### src/rtl/cpu_pkg.sv
// Shared fetch-side types: FSM state encoding, queue entry layout and fetch constants.
package cpu_pkg;

  localparam int          INST_W  = 32;
  localparam logic [31:0] PC_STEP = 32'd4;

  typedef enum logic [1:0] {
    IDLE,
    REQ,
    WAIT,
    FLUSH
  } fetch_state_t;

  typedef struct packed {
    logic [31:0]       pc;
    logic [INST_W-1:0] inst;
  } iq_entry_t;

endpackage

### src/rtl/ifetch_queue.sv
// Circular instruction queue with synchronous clear and a registered head entry.
module ifetch_queue
  import cpu_pkg::*;
#(
  parameter int DEPTH = 4,
  parameter int AW    = $clog2(DEPTH)
) (
  input  logic      clk,
  input  logic      srst,
  input  logic      clear,
  input  logic      push,
  input  iq_entry_t push_data,
  input  logic      pop,
  output logic [AW:0] count,
  output logic      valid,
  output iq_entry_t head
);

  iq_entry_t       mem_q [DEPTH];
  logic [AW-1:0]   wr_ptr_q, wr_ptr_d;
  logic [AW-1:0]   rd_ptr_q, rd_ptr_d;
  logic [AW:0]     count_q, count_d;
  iq_entry_t       head_q, head_d;
  logic            do_push, do_pop;

  always_comb begin
    do_push  = push && !clear;
    do_pop   = pop && !clear && (count_q != '0);
    wr_ptr_d = wr_ptr_q;
    rd_ptr_d = rd_ptr_q;
    count_d  = count_q;
    if (clear) begin
      wr_ptr_d = '0;
      rd_ptr_d = '0;
      count_d  = '0;
    end else begin
      if (do_push) wr_ptr_d = wr_ptr_q + AW'(1);
      if (do_pop)  rd_ptr_d = rd_ptr_q + AW'(1);
      case ({do_push, do_pop})
        2'b10:   count_d = count_q + (AW+1)'(1);
        2'b01:   count_d = count_q - (AW+1)'(1);
        default: count_d = count_q;
      endcase
    end
    // The head is precomputed so decode sees a flopped entry; a push into an
    // otherwise empty slot must forward the incoming word.
    head_d = '0;
    if (count_d != '0) begin
      if (do_push && (wr_ptr_q == rd_ptr_d)) head_d = push_data;
      else                                   head_d = mem_q[rd_ptr_d];
    end
  end

  always_ff @(posedge clk) begin
    if (do_push) mem_q[wr_ptr_q] <= push_data;
  end

  always_ff @(posedge clk) begin
    if (srst) begin
      wr_ptr_q <= '0;
      rd_ptr_q <= '0;
      count_q  <= '0;
      head_q   <= '0;
    end else begin
      wr_ptr_q <= wr_ptr_d;
      rd_ptr_q <= rd_ptr_d;
      count_q  <= count_d;
      head_q   <= head_d;
    end
  end

  assign count = count_q;
  assign valid = (count_q != '0);
  assign head  = head_q;

endmodule

### src/rtl/ifetch_unit.sv
// Fetch front end: owns the PC, issues one icache request at a time and queues words for decode.
// Optional macro IFQ_BYPASS_EN forwards a response straight to decode when the queue is empty.
module ifetch_unit
  import cpu_pkg::*;
#(
  parameter logic [31:0] RESET_PC = 32'hBFC0_0000,
  parameter int          IQ_DEPTH = 4,
  parameter int          IQ_AW    = $clog2(IQ_DEPTH)
) (
  input  logic        cpu_clk,
  input  logic        cpu_rst,
  input  logic        redirect_valid,
  input  logic [31:0] redirect_pc,
  output logic        inst_rreq,
  output logic [31:0] inst_addr,
  output logic        branch_flush,
  output logic        pause_icache,
  input  logic        icache_stall,
  input  logic        inst_valid,
  input  logic [31:0] inst_out,
  output logic        id_valid,
  output logic [31:0] id_pc,
  output logic [31:0] id_inst,
  input  logic        id_ready
);

  localparam logic [IQ_AW+1:0] DEPTH_W = (IQ_AW+2)'(IQ_DEPTH);

  fetch_state_t       state_q, state_d;
  logic [31:0]        pc_q, pc_d;
  logic [31:0]        inst_addr_q, inst_addr_d;
  logic               inst_rreq_q, branch_flush_q;
  logic [IQ_AW:0]     iq_count;
  logic               iq_valid;
  iq_entry_t          iq_head, push_entry;
  logic               push_en, pop_en, bypass, outstanding;
  logic [IQ_AW+1:0]   occupancy, count_after;
  logic [2:0]         unused_in;

  // Stall is informational only; the low PC bits are always forced to zero.
  assign unused_in = {icache_stall, redirect_pc[1:0]};

  always_comb begin
    outstanding = (state_q == REQ) || (state_q == WAIT);
    occupancy   = {1'b0, iq_count} + {{(IQ_AW+1){1'b0}}, outstanding};
    pop_en      = iq_valid && id_ready && !redirect_valid;
    push_entry  = '{pc: pc_q, inst: inst_out};
    state_d     = state_q;
    pc_d        = pc_q;
    inst_addr_d = inst_addr_q;
    push_en     = 1'b0;
    bypass      = 1'b0;
    count_after = {1'b0, iq_count};
    case (state_q)
      IDLE:  if (occupancy < DEPTH_W) state_d = REQ;
      REQ:   state_d = WAIT;
      WAIT: begin
        if (inst_valid) begin
`ifdef IFQ_BYPASS_EN
          bypass = (iq_count == '0) && id_ready;
`endif
          push_en     = !bypass;
          count_after = {1'b0, iq_count} + {{(IQ_AW+1){1'b0}}, push_en}
                        - {{(IQ_AW+1){1'b0}}, pop_en};
          pc_d        = pc_q + PC_STEP;
          // Re-request only if the next response is guaranteed a slot.
          state_d     = (count_after < DEPTH_W) ? REQ : IDLE;
        end
      end
      FLUSH: state_d = IDLE;
      default: state_d = IDLE;
    endcase
    if (redirect_valid) begin
      push_en = 1'b0;
      bypass  = 1'b0;
      pc_d    = {redirect_pc[31:2], 2'b00};
      state_d = (state_q == IDLE) ? IDLE : FLUSH;
    end
    if (state_d == REQ) inst_addr_d = pc_d;
  end

  always_ff @(posedge cpu_clk) begin
    if (cpu_rst) begin
      state_q        <= IDLE;
      pc_q           <= RESET_PC;
      inst_addr_q    <= RESET_PC;
      inst_rreq_q    <= 1'b0;
      branch_flush_q <= 1'b0;
    end else begin
      state_q        <= state_d;
      pc_q           <= pc_d;
      inst_addr_q    <= inst_addr_d;
      inst_rreq_q    <= (state_d == REQ);
      branch_flush_q <= (state_d == FLUSH);
    end
  end

  ifetch_queue #(
    .DEPTH (IQ_DEPTH),
    .AW    (IQ_AW)
  ) u_queue (
    .clk       (cpu_clk),
    .srst      (cpu_rst),
    .clear     (redirect_valid),
    .push      (push_en),
    .push_data (push_entry),
    .pop       (pop_en),
    .count     (iq_count),
    .valid     (iq_valid),
    .head      (iq_head)
  );

  assign inst_rreq    = inst_rreq_q;
  assign inst_addr    = inst_addr_q;
  assign branch_flush = branch_flush_q;
  assign pause_icache = 1'b0;

`ifdef IFQ_BYPASS_EN
  assign id_valid = iq_valid || bypass;
  assign id_pc    = bypass ? pc_q : iq_head.pc;
  assign id_inst  = bypass ? inst_out : iq_head.inst;
`else
  assign id_valid = iq_valid;
  assign id_pc    = iq_head.pc;
  assign id_inst  = iq_head.inst;
`endif

endmodule

### config.mk
export PLATFORM = sky130hd
export DESIGN_NAME = ifetch_unit
export DESIGN_NICKNAME = d
export VERILOG_FILES = /design/src/rtl/cpu_pkg.sv /design/src/rtl/ifetch_queue.sv /design/src/rtl/ifetch_unit.sv
export SDC_FILE = /design/constraint.sdc
export NUM_CORES = 1
export LEC_CHECK = 0
export CAP_MARGIN = 10
export CORE_MARGIN = 1.5
export CORE_UTILIZATION = 63
export CTS_BUF_LIST = sky130_fd_sc_hd__clkbuf_2 sky130_fd_sc_hd__clkbuf_4 sky130_fd_sc_hd__clkbuf_8
export DETAILED_ROUTE_END_ITERATION = 16
export PLACE_DENSITY = 0.88
export SETUP_SLACK_MARGIN = 0.15
export SLEW_MARGIN = 40
export SYNTH_ARGS = -nofsm -noshare
export SYNTH_HDL_FRONTEND = slang
export SYNTH_SLANG_ARGS = --single-unit
### constraint.sdc
create_clock -name cpu_clk -period 10.93 [get_ports cpu_clk]
set_input_delay 2.186 -clock cpu_clk [delete_from_list [all_inputs] [get_ports cpu_clk]]
set_output_delay 2.186 -clock cpu_clk [all_outputs]
set_load 0.01 [all_outputs]
; Word level (Yosys, flattened, before mapping)
; Memories as Yosys holds them, arrays and structs flattened. A register that Yosys moved wholly into a read port is not among the register bits.
; Cells that the tools add are included.
[op_classes]
n_addsub = 8
magnitude_cmp = 2
eq_ne = 7
n_mux = 18
n_bitwise = 1
reduce_logical = 12
[op_table]
columns = operator, count
row1 = $mux 32, 3
row2 = $add 32x3->32 const B, 1
row3 = $mux 2, 6
row4 = $eq 2x2->1 const B, 4
row5 = $lt 4x3->1 const B, 2
row6 = $pmux 2 s4, 1
row7 = $eq 2x1->1 const B, 3
row8 = $mux 1, 6
row9 = $pmux 3 s2, 1
row10 = $reduce_bool 3->1, 2
row11 = $logic_and 1x1->1, 5
row12 = $add 2x1->2 const B, 2
row13 = $add 3x1->4, 1
row14 = $add 3x1->4 const B, 1
row15 = $reduce_or 2->1, 2
row16 = $sub 4x1->4, 1
row17 = $add 3x1->3 const B, 1
row18 = $mux 3, 1
row19 = $sub 3x1->3 const B, 1
row20 = $logic_not 2->1, 1
row21 = $logic_not 1->1, 1
row22 = $logic_or 1x1->1, 1
row23 = $not 1->1, 1
[word_totals]
ff_bits = 75
ram_bits = 256
output_inout_bits = 100
n_memories = 1
[mem_list]
columns = name, words, word_bits, read_ports, rd_ports_with_merged_regs, write_ports, line_no
row1 = u_queue.mem_q, 4, 64, 1, 1, 1, ifetch_queue.sv:19  ; iq_entry_t mem_q [DEPTH];

; Depth between registers and ports, before layout
[logic_depth]
word_depth = 11
depth_mapped = 15
ltp_nobuf = 13

; Cells and area by module
; From an unflattened synthesis, not the netlist that was laid out.
[unflattened]
cells_unflattened = 1121
hier_area_um2 = 14705.4
[modules_own_cells]
columns = module, n_inst, cells_each, area_per_inst_um2, seq_area_each_um2
row1 = ifetch_queue, 1, 748, 11637.4, 9108.7
row2 = ifetch_unit, 1, 373, 3067.9, 1361.3

; Least setup slack after synthesis
; OpenSTA, ideal clock, no wires.
[synth_timing]
path_type = input -> register
from = input port redirect_valid
to = memory u_queue.mem_q[0][0] (netlist bit) (enable)
setup_time_ps = 429
arrival_ps = 4588
required_time_ps = 10501
slack_ps = 5912
path_stages = 5
cell_sequence = buf_6 -> inv_1 -> clkbuf_1 -> clkbuf_1 -> and3_1
[synth_between]
elab_chain_len = 4
[synth_lines]
columns = item, line_no
row1 = from (decl), ifetch_unit.sv:12  ; input logic redirect_valid,
row2 = $mux 1 or $logic_not 1->1 (tied branches), "ifetch_unit.sv:73, ifetch_queue.sv:27"
row3 = $logic_and 1x1->1 (*), ifetch_queue.sv:27  ; do_push = push && !clear;
row4 = $mux 1 (*), ifetch_queue.sv:55  ; if (do_push) mem_q[wr_ptr_q] <= push_data;
row5 = $mux 1 (implied by the code) (*), ifetch_queue.sv:55
row6 = to (decl), ifetch_queue.sv:19
; Mark *: on every way between the ends. The rest lies on a longest branch, timed or not.

; Final worst setup path
[layout_timing]
from = input port redirect_valid
to = register u_queue.head_q, in the netlist u_queue.head[59]
[layout_between]
elab_chain_len = 10
[layout_lines]
columns = item, line_no
row1 = $logic_not 1->1, "ifetch_queue.sv:27, ifetch_queue.sv:28, ifetch_unit.sv:46"
row2 = $logic_and 1x1->1, ifetch_unit.sv:46  ; pop_en = iq_valid && id_ready && !redirect_valid;
row3 = $logic_and 1x1->1 (2 in series), ifetch_queue.sv:28  ; do_pop = pop && !clear && (count_q != '0);
row4 = $eq 2x1->1 or $eq 2x2->1 (tied branches), ifetch_queue.sv:39  ; case ({do_push, do_pop})
row5 = $pmux 3 s2, ifetch_queue.sv:39
row6 = $mux 3, ifetch_queue.sv:32  ; if (clear) begin
row7 = $reduce_bool 3->1, ifetch_queue.sv:48  ; if (count_d != '0) begin
row8 = $not 1->1 (no source line), n/a
row9 = $reduce_or 2->1 (no source line), n/a
row10 = to (signal assigned), ifetch_queue.sv:63  ; head_q <= '0;
row11 = to (signal assigned), ifetch_queue.sv:68  ; head_q <= head_d;
row12 = to (decl), ifetch_queue.sv:23  ; iq_entry_t head_q, head_d;
; Several ways; a longest one is shown, not always the timed one.
; A chain may end at the register's enable or synchronous reset.

==> results.ini <==
[clock_network]
cts-root-buf=clkbuf_8
numCtsBuffers=58
holdBufCountCts=0
clk_latency_ns=0.59
cts_setup_buffers=0
clkSinkCount=395
cts_resized=0
clkTransAtPathRegs_ns=0.06
cts_tree=yes
clock_path_buffers=3
htreeDepth=2

[detailed_routing]
met2_length_um=17670
drc=0
ant_nets=0
wl_um=35930
firstDrtPassIters=5
initialDrtViolationCount=1056
highest_layer=met4
wirelength_met1_um=13840
wl_met3_um=3484
num_vias=10630
wire_per_inst_um=20.16
via_per_inst=5.962

[worst_setup_path]
start_kind=input pin
arrival_ns=5.55
critical_path.max_stage_delay_ns=0.60
crit_type=input pin to register
cp-end-kind=register
crit_slowest_cell=buf_4
worstPathMaxFanout=64
critical_path_required_ns=11.43
crit_chain=clkdlybuf4s50_1 -> buf_4 -> nand2b_4 -> nor2_1 -> ha_1 -> fa_1 -> xnor2_1 -> nor2_1 -> xnor2_1 -> o21ai_0 -> and3_2 -> buf_4 -> a32o_1

[logic_synthesis]
synthDominantCellAreaShare_pct=50.86
yosysWarnings=0
syn_area_um2=15110
syn-num-nets=1333
synth.area.top_cells=edfxtp_1 51%, dfxtp_1 18%, nand2_1 7.7%, nand3_1 4.5%, a32o_1 4.2%
synth_seq_cells=395
synth_edf_count=256
ys.flop_type=edfxtp_1
avgSynthCellArea_um2=12.07
yosys.area.top_type=edfxtp_1
synthCells=1252
ys_seq_area_share_pct=69.27
synthArstFlopShare_pct=0
yosysUniqueCellTypes=47

[placement]
io_buffer_count=165
dpl.hpwl_um=19610
gp_congestion=0.7703

[power]
p_total_w=0.003058
p_leak_nw=6.423
p_per_area_nw_per_um2=167.0
ir_drop_mv=0.09644

[floorplan]
dieArea_um2=24930
ios=170
die_x_um=157.9
rows=56
die_h_um=157.9
core_um2=23470
initial_core_util_pct=64.39

[final_layout]
antennaDiodeCount=0
final_core_util_pct=78.00
drive_gt1_share_pct=9.843
syn_to_final_growth_pct=21.13
nNetsFinal=1495
fillers=1353

[global_routing]
grt_use_total_pct=29.29
antenna_found_initial=0
grt_first_pass_wirelength_um=55760
grt_pass1_vias=10800
grt_max_degree=67
overflow=0

[timing]
fmax_mhz=197.9
final-setup-viol-count=0
fin_crit_ns=5.054
clock_skew_ns=0.02595
worst-slew-pin-transition_ns=0.8643
relSlewSlack_pct=42.38
slew_violations=0
fin_crit_sh_pct=46.24
finalSetupTns_ns=0
rsz0062_at_grt=no
hold_viol_final=0

[hold_path]
min_path_type=register to register

[job]
max_cap_viol_count=0

[status]
outcome=complete, no violations

[final cells by class]
class | count | area (um2) | share of cell area, %
clock buffer | 97 | 1185 | 6.472
clock inverter | 12 | 107.6 | 0.5878
multi-input combinational | 765 | 4268 | 23.31
inverter | 13 | 48.80 | 0.2665
timing repair buffer | 181 | 1829 | 9.992
sequential | 395 | 10470 | 57.19
tap | 319 | 399.1 | 2.180
[cells in the mapped netlist, types with 2 or more instances]
cell type    n
buf_2       30
and2_1       8
or3_1        3
nor2_1      35
and3_1      13
edfxtp_1   256
xnor2_1     21
nor3_1      22
clkbuf_1    32
and4_1       3
or2_2        4
nor2b_1     13
buf_6        9
mux2i_1      7
nand2_1    311
xor2_1      16
ha_1        10
nand4_1     15
buf_1        7
o21ai_0     14
dfxtp_1    139
nor4_1       2
nand3_1    135
nor3b_1      3
a211oi_1    12
a32o_1      64
nand2b_1     4
inv_1       13
nor3_2       2
a21oi_1     32
[metal layers]
metal	up-vias	GRT usage (%)
met5	-	0
met1	5126	37.63
li1	4829	-
met2	597	49.85
met4	0	10.92
met3	73	5.420
[where the power goes]
part / leakage (nW) / internal [W] / switching, W / total [W]
Sequential: 3.42 / 0.00161 / 0.0000270 / 0.00164
Clock: 0.690 / 0.000729 / 0.000546 / 0.00127
Combinational: 2.31 / 0.0000686 / 0.0000750 / 0.000144
[cell usage in the layout, fill, tap and decap left out, types with 21 or more instances in the layout]
cell type and n:
edfxtp_1 256, nor2_1 34, nor3_1 22, xnor2_1 21, clkdlybuf4s50_1 164, clkbuf_4 24
a32o_1 64, a21oi_1 32, nand2_1 311, nand3_1 135, dfxtp_1 139, clkbuf_8 73
[sequential cells by signal, indices dropped and copies added (netlist names)]
register / count
branch_flush: 1
inst_addr: 32
inst_rreq: 1
pc_q: 32
state_q: 2
u_queue.count: 3
u_queue.head: 64
u_queue.mem_q: 256
u_queue.rd_ptr_q: 2
u_queue.wr_ptr_q: 2
[critical path, delay by kind of cell]
family          cells  cell delay, ns
fa+ha+maj           2            0.60
buf+inv             3            1.39
compound gates      2            0.40
simple gates        4            0.53
xor+xnor            2            0.31
[cells by family after synthesis]
kind of cell,share of synthesized area [%]
other cells,0.02481
mux,0.7119
flops,69.27
xor+xnor,2.252
simple gates,17.12
fa+ha+maj,0.9603
compound gates,6.656
buf+inv,3.005
[final timing paths]
| kind | from | endpoint | slack, ns | cells after the start |
|---|---|---|---|---|
| setup reg to reg | state_q[0] | u_queue.head[59] | 7.55 | 14 |
| hold reg to reg | inst_addr[3] | inst_addr[3] | 0.46 | 2 |
| hold / removal | inst_addr[3] | inst_addr[3] | 0.46 | 2 |
| setup / recovery | redirect_valid | u_queue.head[59] | 5.88 | 13 |
[per-stage QoR]
| stage | hold slack, ns | cells | setup WS [ns] | cell area, um2 |
|---|---|---|---|---|
| final | 0.4565 | 1782 | 5.876 | 18310 |
| after global routing | 0.4799 | 1782 | 5.668 | 18310 |
| after CTS | 0.4600 | 1782 | 5.954 | 18300 |
| after detailed placement | 0.4483 | 1673 | 5.359 | 17000 |
| after global placement | 0.4496 | 1668 | 5.403 | 16900 |
| after floorplan | 0.4583 | 1252 | 5.912 | 15110 |
Note: power is estimated with default switching activity, not from simulation.
